==> config.mk <==
export PLATFORM = sky130hd
export DESIGN_NAME = adc_ob_reader
export DESIGN_NICKNAME = d
export VERILOG_FILES = /design/src/rtl/adc_ob_reader_pkg.sv /design/src/rtl/adc_ob_reader_peak.sv /design/src/rtl/adc_ob_reader.sv
export SDC_FILE = /design/constraint.sdc
export NUM_CORES = 1
export LEC_CHECK = 0
export BUFFER_PORTS_ARGS = -buffer_cell sky130_fd_sc_hd__buf_4
export CORE_AREA = 2 2 76 108
export CTS_CLUSTER_DIAMETER = 40
export DETAILED_ROUTE_END_ITERATION = 10
export DIE_AREA = 0 0 78 110
export SETUP_SLACK_MARGIN = 0.15
export SLEW_MARGIN = 5
export SYNTH_ARGS = -nofsm -noshare
export SYNTH_HDL_FRONTEND = slang
export SYNTH_SLANG_ARGS = --single-unit
==> constraint.sdc <==
create_clock -name clk -period 2.9 [get_ports clk]
set_input_delay 0.29 -clock clk [delete_from_list [all_inputs] [get_ports clk]]
set_output_delay 0.29 -clock clk [all_outputs]
set_load 0.005 [all_outputs]
==> src/rtl/adc_ob_reader_pkg.sv <==
// ============================================================================
// adc_ob_reader_pkg : shared types and helpers for the serial ADC reader
// Rev 1.0
// ============================================================================
`default_nettype none

package adc_ob_reader_pkg;

  typedef enum logic [1:0] {
    ST_IDLE  = 2'd0,
    ST_SHIFT = 2'd1,
    ST_DONE  = 2'd2,
    ST_GAP   = 2'd3
  } state_t;

  // Counter width able to hold the value n itself (not just n-1).
  function automatic int cnt_width(input int n);
    return $clog2(n) + 1;
  endfunction

endpackage

`default_nettype wire

==> src/rtl/adc_ob_reader_peak.sv <==
// ============================================================================
// adc_ob_reader_peak : clearable peak hold of one's-complement sample magnitude
// Rev 1.0
// ============================================================================
`default_nettype none

module adc_ob_reader_peak
  import adc_ob_reader_pkg::*;
#(
  parameter int WS = 16
) (
  input  logic          clk,
  input  logic          rst,
  input  logic          clr,
  input  logic          v,
  input  logic [WS-1:0] i,
  output logic [WS-1:0] pk
);

  // ~i for negatives keeps the MSB clear, so the most negative code cannot overflow.
  logic [WS-1:0] w_mag;
  assign w_mag = i[WS-1] ? ~i : i;

  always_ff @(posedge clk) begin
    if (rst) begin
      pk <= '0;
    end else if (v) begin
      pk <= (clr || (w_mag > pk)) ? w_mag : pk;
    end else if (clr) begin
      pk <= '0;
    end
  end

endmodule

`default_nettype wire

==> src/rtl/adc_ob_reader.sv <==
// ============================================================================
// adc_ob_reader : SPI-style offset-binary ADC reader with signed output and peak hold
// Rev 1.0
// ============================================================================
`default_nettype none

module adc_ob_reader
  import adc_ob_reader_pkg::*;
#(
  parameter int WS  = 16,
  parameter int DIV = 4,
  parameter int GAP = 2
) (
  input  logic          clk,
  input  logic          rst,
  input  logic          en,
  input  logic          adc_sdo,
  output logic          adc_sclk,
  output logic          adc_cs_n,
  output logic [WS-1:0] o,
  output logic          o_valid,
  output logic          busy,
  input  logic          pk_clr,
  output logic [WS-1:0] pk
);

  localparam int DW = cnt_width(DIV);
  localparam int BW = cnt_width(WS);
  localparam int GW = cnt_width(GAP);

  localparam logic [DW-1:0] C_DIV_LAST = DW'(DIV - 1);
  localparam logic [BW-1:0] C_BIT_LAST = BW'(WS);
  localparam logic [GW-1:0] C_GAP_LAST = GW'(GAP - 1);

  state_t        r_state;
  logic [DW-1:0] r_div;
  logic [BW-1:0] r_bit;
  logic [GW-1:0] r_gap;
  logic [WS-1:0] r_sh;

  assign busy = (r_state != ST_IDLE);

  always_ff @(posedge clk) begin
    if (rst) begin
      r_state  <= ST_IDLE;
      adc_cs_n <= 1'b1;
      adc_sclk <= 1'b0;
      o        <= '0;
      o_valid  <= 1'b0;
      r_div    <= '0;
      r_bit    <= '0;
      r_gap    <= '0;
      r_sh     <= '0;
    end else begin
      o_valid <= 1'b0;
      case (r_state)
        ST_IDLE: begin
          if (en) begin
            r_state  <= ST_SHIFT;
            adc_cs_n <= 1'b0;
            adc_sclk <= 1'b0;
            r_div    <= '0;
            r_bit    <= '0;
          end
        end
        ST_SHIFT: begin
          // Each sclk phase lasts DIV cycles; data is captured as sclk rises.
          if (r_div == C_DIV_LAST) begin
            r_div <= '0;
            if (!adc_sclk) begin
              adc_sclk <= 1'b1;
              r_sh     <= {r_sh[WS-2:0], adc_sdo};
              r_bit    <= r_bit + BW'(1);
            end else begin
              adc_sclk <= 1'b0;
              if (r_bit == C_BIT_LAST) begin
                r_state  <= ST_DONE;
                adc_cs_n <= 1'b1;
              end
            end
          end else begin
            r_div <= r_div + DW'(1);
          end
        end
        ST_DONE: begin
          // Offset binary to two's complement is an MSB flip.
          o       <= {~r_sh[WS-1], r_sh[WS-2:0]};
          o_valid <= 1'b1;
          r_gap   <= '0;
          r_state <= ST_GAP;
        end
        ST_GAP: begin
          if (r_gap == C_GAP_LAST) begin
            if (en) begin
              r_state  <= ST_SHIFT;
              adc_cs_n <= 1'b0;
              adc_sclk <= 1'b0;
              r_div    <= '0;
              r_bit    <= '0;
            end else begin
              r_state <= ST_IDLE;
            end
          end else begin
            r_gap <= r_gap + GW'(1);
          end
        end
        default: r_state <= ST_IDLE;
      endcase
    end
  end

  adc_ob_reader_peak #(
    .WS (WS)
  ) u_peak (
    .clk (clk),
    .rst (rst),
    .clr (pk_clr),
    .v   (o_valid),
    .i   (o),
    .pk  (pk)
  );

endmodule

`default_nettype wire

==> results.py <==
metrics = {
    "outcome": {
        "status": "finished, final reports clean",
    },
    "finish": {
        "layout.nets": 393,
        "fin_util_pct": 46.4,
        "antenna_cells": 0,
        "drive_gt1_share_pct": 20.7,
        "syn2layout_area_growth_pct": 18.7,
    },
    "route": {
        "post_drt_wl_per_cell_microns": 13.2,
        "num_vias": 2332,
        "routed_via_density": 4.98,
        "dr.pass1.iters": 4,
        "finalWirelength_microns": 6160,
        "drcViolationCount": 0,
        "dr.first_iter.drc_count": 32,
        "ant_nets": 0,
    },
    "sta": {
        "fin_crit_sh_pct": 88.4,
        "max_freq_mhz": 390,
        "setup-violations-final": 0,
        "maxSlewViolCount": 0,
        "fin_skew_ns": 0.00718,
        "fin_crit_ns": 2.56,
        "relSlewSlack_pct": 53.6,
        "rsz0062_at_grt": "false",
        "hold_viol": 0,
        "worstMarginPinSlew_ns": 0.697,
        "fin_setup_tns_ns": 0,
        "timing.final.ws_setup_ns": 0.337,
    },
    "clock_tree": {
        "cts_setup_buffers": 0,
        "cts_inserted_buffers": 9,
        "cts_num_sinks": 62,
        "worstSkewPairLatency_ns": 0.35,
        "path_clk_slew_ns": 0.07,
        "clockBufferDepth": 2,
        "ctsHoldBuffers": 0,
        "htree_levels": 3,
        "cts_root_buf": "clkbuf_8",
        "post_cts_resized": 0,
        "cts_tree": "yes",
    },
    "yosys": {
        "synth_edf_count": 0,
        "synthTopCellsByCount": "dfxtp_1, nand2_1, nor2_1, a21oi_1, ha_1",
        "yosysSeqAreaShare_pct": 41.7,
        "synth-main-ff-cell": "dfxtp_1",
        "async_reset_ff_share_pct": 0,
        "ys.warnings.count": 0,
        "yosys_register_bits": 62,
        "synth.area.top_cells": "dfxtp_1, ha_1, mux2i_1, xor2_1, a21oi_1",
        "yosysTopAreaCell": "dfxtp_1",
        "synth_nets": 355,
        "yosysTopAreaCellShare_pct": 41.7,
        "syn-mean-instance-area_sq_um": 9.15,
        "synth_area_sq_um": 2980,
        "syn-instance-count": 325,
        "synth.most_common_cell": "dfxtp_1",
        "ys_types": 45,
    },
    "min_path": {
        "hold_path.class": "primary input to flop",
    },
    "die": {
        "start_util_pct": 39.1,
        "die_x_microns": 78,
        "io_pins": 41,
        "chipHeight_microns": 110,
        "design.core.area_sq_um": 7610,
        "num_rows": 38,
        "die_area_sq_um": 8580,
    },
    "placed_design": {
        "dp_hpwl_microns": 4490,
        "port_buffers": 39,
        "pre_cts_ws_ns": 0.244,
        "routabilityCongestion": 0.759,
    },
    "pwr": {
        "p_per_area_nw_per_um2": 745,
        "p_leak_nw": 1.49,
        "max-vdd-ir-drop_mv": 0.414,
    },
    "setup_path": {
        "cp.required_ns": 3.20,
        "critPathKind": "flop to flop",
        "worstSetupEndpointType": "flop",
        "arrival_ns": 2.86,
        "worst_setup_path_start_kind": "flop",
        "r2r_slack_ns": 0.34,
        "worstPathMaxFanout": 14,
    },
    "run": {
        "drv_cap": 0,
    },
    "global_routing": {
        "gr-total-overflow": 0,
        "grt_pass1_wl_microns": 10000,
        "grt_pass1_vias": 2166,
        "grt_max_degree": 45,
        "antenna_found_initial": 0,
        "grt_usage_pct": 15.2,
    },
}
==> kinds of logic (layout without fill, tap and decap cells) <==
group,Yosys count,after routing,synth area share (%)
other,1,1,0.126
AO/OA/AOI/OAI,66,66,16.4
multiplexers,17,17,5.76
buffers and inverters,41,84,5.76
AND/OR/NAND/NOR,95,95,14.4
adder cells (fa/ha/maj),25,25,10.5
XOR/XNOR,18,18,5.30
flip-flops,62,62,41.7
==> flip-flops by register name, summed over array words and instances (netlist names) <==
name,count
adc_cs_n,1
r_div,3
r_bit,5
r_state,2
u_peak.pk,15
o,16
r_sh,16
r_gap,2
o_valid,1
adc_sclk,1
==> stage by stage <==
step	std cells	cell area [sq um]	hold WS (ns)	power, mW
2_1_floorplan	325	2980	0.404	1.70
3_3_place_gp	452	3350	0.414	1.91
3_5_place_dp	452	3350	0.422	1.93
4_1_cts	468	3530	0.174	2.66
5_1_grt	468	3530	0.191	2.81
6_report	468	3530	0.190	2.63
==> worst max-delay path: stages, from the launching register on <==
cell and delay [ns]:
dfxtp_1 0.31, buf_4 0.18, xor2_1 0.19, ha_1 0.32
nand4_1 0.18, a2111o_1 0.46, a311oi_4 0.60, a22o_2 0.26
==> final timing paths <==
| kind | cells past startpoint | startpoint | to |
|---|---|---|---|
| setup / recovery | 7 | o[15] | u_peak.pk[14] |
| hold reg to reg | 2 | r_div[2] | r_div[2] |
| setup reg to reg | 7 | o[15] | u_peak.pk[14] |
| hold / removal | 3 | adc_sdo | r_sh[0] |
==> cell type report <==
cell class | instances | area, sq um
multi-input combinational | 222 | 1560
inverter | 24 | 90.1
sequential | 62 | 1240
tap | 100 | 125
fill | 768 | 4080
clock buffer | 11 | 131
clock inverter | 5 | 50.0
timing repair buffer | 44 | 330
==> power breakdown <==
part / total [mW] / internal [mW] / switching (mW)
combinational: 0.997 / 0.407 / 0.590
sequential: 0.912 / 0.886 / 0.0258
clock: 0.723 / 0.391 / 0.332
total: 2.63 / 1.68 / 0.948
==> layer usage <==
layer	global-route usage (%)	routed length, microns	vias up
met5	0	0	-
met4	8.27	147	0
met3	4.89	249	12
met2	26.2	3160	34
met1	16.7	2610	1101
li1	-	-	1185
==> cells in the final DEF (no fill, tap or decap), drive strengths merged, types with 4 or more instances in the layout <==
cell	instances
dfxtp	62
a22o	14
nor2b	4
xor2	17
clkbuf	11
nand2	38
a21oi	29
o21ai	6
inv	24
a211oi	5
nand4	6
mux2i	16
buf	44
nor2	32
ha	25
clkinv	4
Power figures use the tool's default switching activity.
